[src/rtl/multicyc_issue_pkg.sv]
// Shared types for the multicycle HI/LO issue path: operation codes,
// request/response records and the issue FSM state encoding.
package multicyc_issue_pkg;

    typedef logic [31:0] uint32_t;
    typedef logic [63:0] uint64_t;

    typedef enum logic [3:0] {
        OP_NOP,
        OP_ADD,
        OP_SUB,
        OP_AND,
        OP_MULT,
        OP_MULTU,
        OP_DIV,
        OP_DIVU,
        OP_MTHI,
        OP_MTLO,
        OP_MFHI,
        OP_MFLO
    } oper_t;

    typedef enum logic [1:0] {
        MI_IDLE,
        MI_BUSY,
        MI_DRAIN
    } mi_state_t;

    typedef struct packed {
        logic    is_multicyc;
        oper_t   op;
        uint32_t reg0;
        uint32_t reg1;
        uint64_t hilo;
    } multicyc_req_t;

    typedef struct packed {
        logic    ready;
        logic    valid;
        uint64_t hilo;
    } multicyc_resp_t;

    // Operations that must be handed to the multicycle responder
    function automatic logic is_multicyc_op(oper_t op);
        return op inside {OP_MULT, OP_MULTU, OP_DIV, OP_DIVU, OP_MTHI, OP_MTLO};
    endfunction

    function automatic logic is_mf_op(oper_t op);
        return op inside {OP_MFHI, OP_MFLO};
    endfunction

endpackage

[src/rtl/multicyc_issue_if.sv]
// Request/response link between the EX-stage issuer (master) and the
// multicycle HI/LO responder (slave).
interface multicyc_issue_if;
    import multicyc_issue_pkg::*;

    multicyc_req_t  req;
    multicyc_resp_t resp;

    modport master (output req, input resp);
    modport slave  (input req, output resp);

endinterface

[src/rtl/multicyc_issue.sv]
// EX-stage initiator for the multicycle HI/LO unit: owns HILO, issues requests,
// stalls EX, drains flushed results. Optional macro HILO_BYPASS_EN.
module multicyc_issue
    import multicyc_issue_pkg::*;
(
    input  logic                    clk,
    input  logic                    rst,
    input  logic                    ex_valid,
    input  oper_t                   ex_op,
    input  uint32_t                 ex_reg0,
    input  uint32_t                 ex_reg1,
    input  logic                    flush,
    multicyc_issue_if.master        mc,
    output logic                    stall,
    output uint32_t                 mf_data,
    output uint64_t                 hilo
);

    mi_state_t     state_q, state_d;
    uint64_t       hilo_q, hilo_d;
    logic          is_mc, is_mf, issue;
    logic          stall_raw;
    uint64_t       mf_src;
    multicyc_req_t req;

    assign is_mc = ex_valid && is_multicyc_op(ex_op);
    assign is_mf = ex_valid && is_mf_op(ex_op);
    assign issue = (state_q == MI_IDLE) && is_mc && !flush && mc.resp.ready && !rst;

    always_ff @(posedge clk) begin
        if (rst) begin
            state_q <= MI_IDLE;
            hilo_q  <= '0;
        end else begin
            state_q <= state_d;
            hilo_q  <= hilo_d;
        end
    end

    // A result arriving together with a flush still commits: its instruction completed.
    always_comb begin
        state_d = state_q;
        hilo_d  = hilo_q;
        case (state_q)
            MI_IDLE: begin
                if (issue) state_d = MI_BUSY;
            end
            MI_BUSY: begin
                if (mc.resp.valid) begin
                    hilo_d  = mc.resp.hilo;
                    state_d = MI_IDLE;
                end else if (flush) begin
                    state_d = MI_DRAIN;
                end
            end
            MI_DRAIN: begin
                if (mc.resp.valid) state_d = MI_IDLE;
            end
            default: state_d = MI_IDLE;
        endcase
    end

    always_comb begin
        req       = '0;
        stall_raw = 1'b0;
        mf_src    = hilo_q;
        case (state_q)
            MI_IDLE: begin
                stall_raw = is_mc;
                if (issue) begin
                    req.is_multicyc = 1'b1;
                    req.op          = ex_op;
                    req.reg0        = ex_reg0;
                    req.reg1        = ex_reg1;
                    req.hilo        = hilo_q;
                end
            end
            MI_BUSY: begin
                if (mc.resp.valid) begin
`ifdef HILO_BYPASS_EN
                    stall_raw = 1'b0;
                    mf_src    = mc.resp.hilo;
`else
                    stall_raw = is_mf;
`endif
                end else begin
                    stall_raw = 1'b1;
                end
            end
            MI_DRAIN: begin
                stall_raw = is_mc || is_mf;
            end
            default: stall_raw = 1'b0;
        endcase
    end

    assign stall   = stall_raw && !flush && !rst;
    assign mf_data = !is_mf ? '0 : ((ex_op == OP_MFHI) ? mf_src[63:32] : mf_src[31:0]);
    assign mc.req  = req;
    assign hilo    = hilo_q;

endmodule

[src/flat_wrapper.sv]
// flat-port wrapper written by rule: the top's interface ports become plain ports
module multicyc_issue_flat import multicyc_issue_pkg::*;
  (clk, rst, ex_valid, ex_op, ex_reg0, ex_reg1, flush, stall, mf_data, hilo, mc_req, mc_resp);
  multicyc_issue_if mc_i ();
  input  logic clk;
  input  logic rst;
  input  logic ex_valid;
  input  oper_t ex_op;
  input  uint32_t ex_reg0;
  input  uint32_t ex_reg1;
  input  logic flush;
  output logic stall;
  output uint32_t mf_data;
  output uint64_t hilo;
  output wire logic [$bits(mc_i.req)-1:0] mc_req;
  input wire logic [$bits(mc_i.resp)-1:0] mc_resp;
  assign mc_req = mc_i.req;
  assign mc_i.resp = mc_resp;
  multicyc_issue u_core (.clk(clk), .rst(rst), .ex_valid(ex_valid), .ex_op(ex_op), .ex_reg0(ex_reg0), .ex_reg1(ex_reg1), .flush(flush), .mc(mc_i), .stall(stall), .mf_data(mf_data), .hilo(hilo));
endmodule
[config.mk]
export PLATFORM = sky130hd
export DESIGN_NAME = multicyc_issue_flat
export DESIGN_NICKNAME = d
export VERILOG_FILES = /design/src/rtl/multicyc_issue_pkg.sv /design/src/rtl/multicyc_issue_if.sv /design/src/rtl/multicyc_issue.sv /design/src/flat_wrapper.sv
export SDC_FILE = /design/constraint.sdc
export NUM_CORES = 1
export LEC_CHECK = 0
export BUFFER_PORTS_ARGS = -buffer_cell sky130_fd_sc_hd__buf_2
export CAP_MARGIN = 40
export CORE_AREA = 4 4 141 143
export DETAILED_ROUTE_END_ITERATION = 10
export DIE_AREA = 0 0 145 147
export GPL_TIMING_DRIVEN = 0
export REMOVE_ABC_BUFFERS = 1
export SYNTH_ARGS = -nofsm -noshare
export SYNTH_HDL_FRONTEND = slang
export SYNTH_SLANG_ARGS = --single-unit
[constraint.sdc]
create_clock -name clk -period 1.94 [get_ports clk]
set_clock_uncertainty 0.15 [all_clocks]
set_input_delay 0.291 -clock clk [delete_from_list [all_inputs] [get_ports clk]]
set_output_delay 0.291 -clock clk [all_outputs]
set_load 0.01 [all_outputs]
-- After elaboration in Yosys (flattened, before gate mapping)
Index checks and enable logic that the tools add are counted.
- logic and storage cells: 42
- output and inout bits: 230
- input port bits: 138
- register bits: 66
- equality and inequality tests: 13
- reductions and logical operators: 16
- multiplexer cells: 11
- operators by type and width (operator ; number):
    $mux W133 ; 2
    $mux W32 ; 2
    $eq A4 B3 Y1 const B ; 4
    $eq A4 B4 Y1 const B ; 4
    $logic_and A1 B1 Y1 ; 8
    $mux W2 ; 4
    $pmux W2 S3 ; 1
    $reduce_bool A6 Y1 ; 1
    $ne A3 B3 Y1 const B ; 1
    $pmux W1 S3 ; 1
    $reduce_and A3 Y1 ; 1
    $eq A2 B1 Y1 const B ; 1
    $eq A2 B2 Y1 const B ; 1
    $logic_not A1 Y1 ; 2
    $logic_not A2 Y1 ; 1
    $ne A2 B1 Y1 const B ; 1
    $ne A2 B2 Y1 const B ; 1
    $reduce_and A2 Y1 ; 1
    $reduce_bool A2 Y1 ; 1
    $logic_or A1 B1 Y1 ; 1
    $mux W1 ; 1

-- Longest topological paths before layout
- depth after elaboration: 9
- gate-level depth with buffers: 6
- gate-level depth less buffers: 3

-- Least setup slack after synthesis
OpenSTA, ideal clock, no wires.
- kind: reg2out
- start: register u_core.state_q[1]
- end: output mc_req[100]
- setup slack: 0.232 ns
- buffers on the path: 2
- arrival time: 1.267 ns
- data required time: 1.499 ns
- stages on the path, launching flop included: 6
- cells stage by stage: dfxtp_1 -> nor4b_2 -> o211a_4 -> buf_6 -> buf_6 -> and2_1
- cells in the longest elaborated chain, start to end: 7
- ends and longest elaborated chain (what ; line ; source):
    from (decl) ; multicyc_issue.sv:19 ; mi_state_t state_q, state_d;
    from (signal assigned) ; multicyc_issue.sv:35 ; state_q <= state_d;
    $logic_not A2 Y1 * ; multicyc_issue.sv:28, multicyc_issue.sv:67 ;
    $logic_and A1 B1 Y1 (4 in series) ; multicyc_issue.sv:28 ; assign issue = (state_q == MI_IDLE) && is_mc && !flush && mc.resp.ready && !rst;
    $mux W133 ; multicyc_issue.sv:70 ; if (issue) begin
    $mux W133 * ; multicyc_issue.sv:67 ; case (state_q)
    to (decl) ; flat_wrapper.sv:15 ; output wire logic [$bits(mc_i.req)-1:0] mc_req;
Mark *: on every way between the ends. The rest lies on a longest branch, timed or not.

-- Worst setup path in the final report
- start: input rst
- end: output mc_req[118]
- cells in the longest elaborated chain, start to end: 4
- ends and longest elaborated chain (what ; line ; source):
    from (decl) ; flat_wrapper.sv:6 ; input logic rst;
    $logic_not A1 Y1 ; multicyc_issue.sv:28 ;
    $logic_and A1 B1 Y1 ; multicyc_issue.sv:28 ;
    $mux W133 ; multicyc_issue.sv:70 ;
    $mux W133 ; multicyc_issue.sv:67 ;
No other way between the ends.

==> run summary <==
outcome: complete, but fails checks
failing checks: negative setup slack
area delta synth->final: 73.0%
# IOs: 368
Rel. slew slack: 0.670
Congestion Overflow GR: 0
first-pass GRT wire length: 28,100 um
Worst R2R Setup Slack: 180 ps
initial antenna violation count: 1
RSZ-0062 raised after global routing: yes
final std cells w/o fill: 1,086
Port Buf Inserts: 367
WP data required: 1500 ps
largest net degree at the start of global routing: 50
synth unique cells: 27
Clock Pin Slew Worst Setup and Hold Paths: 50 ps
CP max FO: 29
cts bufs inserted: 9
average cell area after synthesis: 7.55 um^2
Crit Path Class: input port to output pin
Synth Area in Simple Gates: 0.375
Final HPWL DP: 13,400 um
Max Freq: 448 MHz
Worst VDD drop: 0.000338 V
post-synthesis mux area share: 0.00301
largest family of logic cells by synthesized area: simple AND/OR/NAND/NOR gates
# rows: 50
layout cell share with drive strength beyond 1: 0.520
fin nets: 986
n_diodes: 0
Initial Util: 0.202
RePlAce Congestion: 0.787
Critical Path End Type: output pin
Fin. Hold Viols: 0
CP arrival: 1790 ps
Final Max Tran Viols: 0
area of the die: 21,300 um^2
# fillers: 1,981
Core ar.: 18,600 um^2
Via Count: 4,841
CTS H-tree depth: 3
Power Dens Cells: 528 nW/um^2
max-cap check violation count: 0
Startpoint Class: input port
Worst Max-Slew Pin Slew: 494 ps
CTS tree: built
CTS sink count: 66
global-route usage over all layers: 0.167
DRT iter0 DRCs: 182
Min-Delay Path Class: input port to register
XOR/XNOR share of the synthesized area: 0
Syn. warnings: 0
vias in the first global route: 4,732
final wirelength: 19,400 um
setup_tns: -30,580 ps
drc violations: 0
placed cells: 1,058
die width: 145 um
fin crit share: 1.15
Mapped Cells: 496
minimum clock period: 2230 ps
Syn Std Cell Area: 3750 um^2
multi-input logic area: 2200 um^2
sequential fraction of the synthesis area: 0.353
drt pass-1 iters: 4
final setup vio count: 132
Root Driver: clkbuf_16
Skew-Pair Late Insertion Delay: 330 ps
wire length per cell: 17.9 um
Reg area: 1320 um^2
synthesized flop and latch total: 66
post-synthesis adder-cell area fraction: 0
setup ws final: -290 ps
Die H: 147 um
CTS max path bufs: 2
compound-gate portion of the synthesized area: 0.194
LEAKAGE: 3.60 nW
CTS Hold Bufs: 0
vias per cell: 4.46
post-route ant nets: 0
==> report_power, final <==
group / internal, mW / switching, mW
clock: 1.09 / 0.614
sequential: 1.36 / 0.0109
combinational: 0.178 / 0.163
==> layer usage <==
metal | track usage | wire length [um] | vias to the layer above | share of wire
met4 | 0.0437 | 236 | 2 | 0.012
met2 | 0.302 | 9960 | 210 | 0.51
li1 | - | - | 2337 | -
met3 | 0.0453 | 1190 | 16 | 0.061
met5 | 0 | 13 | - | 0.00067
met1 | 0.196 | 8040 | 2276 | 0.41
==> timing repair <==
| item | CTS | global route |
|---|---|---|
| endpoints found under the setup margin | 166 | 154 |
| gates cloned | 4 | 3 |
| gates resized for setup | 40 | 8 |
| setup buffers | 4 | 2 |
| pin swaps | 2 | 4 |
==> logic make-up after synthesis <==
| logic type | count (synthesis) |
|---|---|
| simple gates | 275 |
| compound gates | 102 |
| flops | 66 |
| buf+inv | 52 |
| mux | 1 |
==> critical path, stage by stage <==
cell,delay (ps)
buf_8,160
buf_12,170
nor4b_4,310
o211a_4,260
buf_12,150
clkbuf_16,170
and2_1,130
buf_2,120
==> per-stage QoR <==
step / instance area, um^2 / worst slack (ps) / util / hold WS (ps) / power, mW
4_1_cts: 6360 / -370 / 0.342 / 9.21 / 3.46
3_5_place_dp: 5770 / -880 / 0.311 / 326 / 1.69
6_report: 6480 / -290 / 0.349 / 25.9 / 3.42
2_1_floorplan: 3480 / -165 / - / 210 / 1.47
3_3_place_gp: 5610 / -1290 / 0.302 / 321 / 1.68
5_1_grt: 6480 / -358 / 0.349 / 21.8 / 3.55
==> synth_stat cells <==
library cell	count	share of area
a21oi_1	66	0.088
and4b_1	1	0.0027
inv_1	5	0.0050
nor2b_1	3	0.0050
nor2_1	2	0.0020
buf_6	8	0.024
nand2_1	130	0.13
clkbuf_1	19	0.019
o21ai_0	2	0.0027
nor4b_2	1	0.0040
nor3b_1	1	0.0020
o221a_1	1	0.0030
and3b_1	1	0.0023
o221a_2	30	0.090
nand2b_1	1	0.0017
mux2_2	1	0.0030
o2111ai_1	1	0.0023
nor3_1	1	0.0013
dfxtp_1	66	0.35
and2_1	131	0.22
o211a_4	1	0.0047
buf_1	5	0.0050
nand3b_1	1	0.0020
and3_1	2	0.0033
buf_2	12	0.016
a41o_1	1	0.0027
buf_4	3	0.0060
==> state kept, by name (all words and copies together), names as in the netlist <==
register and cells:
u_core.hilo 64, u_core.state_q 2
==> final cells by class <==
class,instances,share of cell area
multi-input combinational,379,0.339
inverter,5,0.00290
clock inverter,2,0.00541
timing repair buffer,387,0.362
tap,234,0.0452
sequential,66,0.204
clock buffer,13,0.0417
==> cell usage in the layout (no fill, tap or decap), types with 2 or more instances in the layout <==
| master | synthesis | routed |
|---|---|---|
| nand2_1 | 130 | 130 |
| buf_4 | 3 | 20 |
| and2_4 | 0 | 2 |
| o211a_4 | 1 | 2 |
| o21ai_0 | 2 | 2 |
| buf_12 | 0 | 3 |
| inv_1 | 5 | 5 |
| buf_6 | 8 | 12 |
| dfxtp_1 | 66 | 65 |
| clkbuf_16 | 0 | 12 |
| nor2b_1 | 3 | 2 |
| clkbuf_8 | 0 | 3 |
| a21oi_1 | 66 | 66 |
| buf_8 | 0 | 6 |
| o221a_2 | 30 | 30 |
| buf_2 | 12 | 338 |
| buf_16 | 0 | 4 |
| nor2_1 | 2 | 2 |
| and2_1 | 131 | 129 |
==> path summary, 6_finish.rpt <==
| path | startpoint | endpoint | cells after the start |
|---|---|---|---|
| max | rst | mc_req[118] | 8 |
| min | mc_resp[64] | u_core.state_q[1]$_SDFFE_PP0P_ | 2 |
| max reg2reg | u_core.state_q[0]$_SDFFE_PP0P_ | u_core.hilo[38]$_SDFFE_PP0P_ | 4 |
| min reg2reg | u_core.hilo[36]$_SDFFE_PP0P_ | u_core.hilo[36]$_SDFFE_PP0P_ | 2 |
Power figures use the tool's default switching activity.
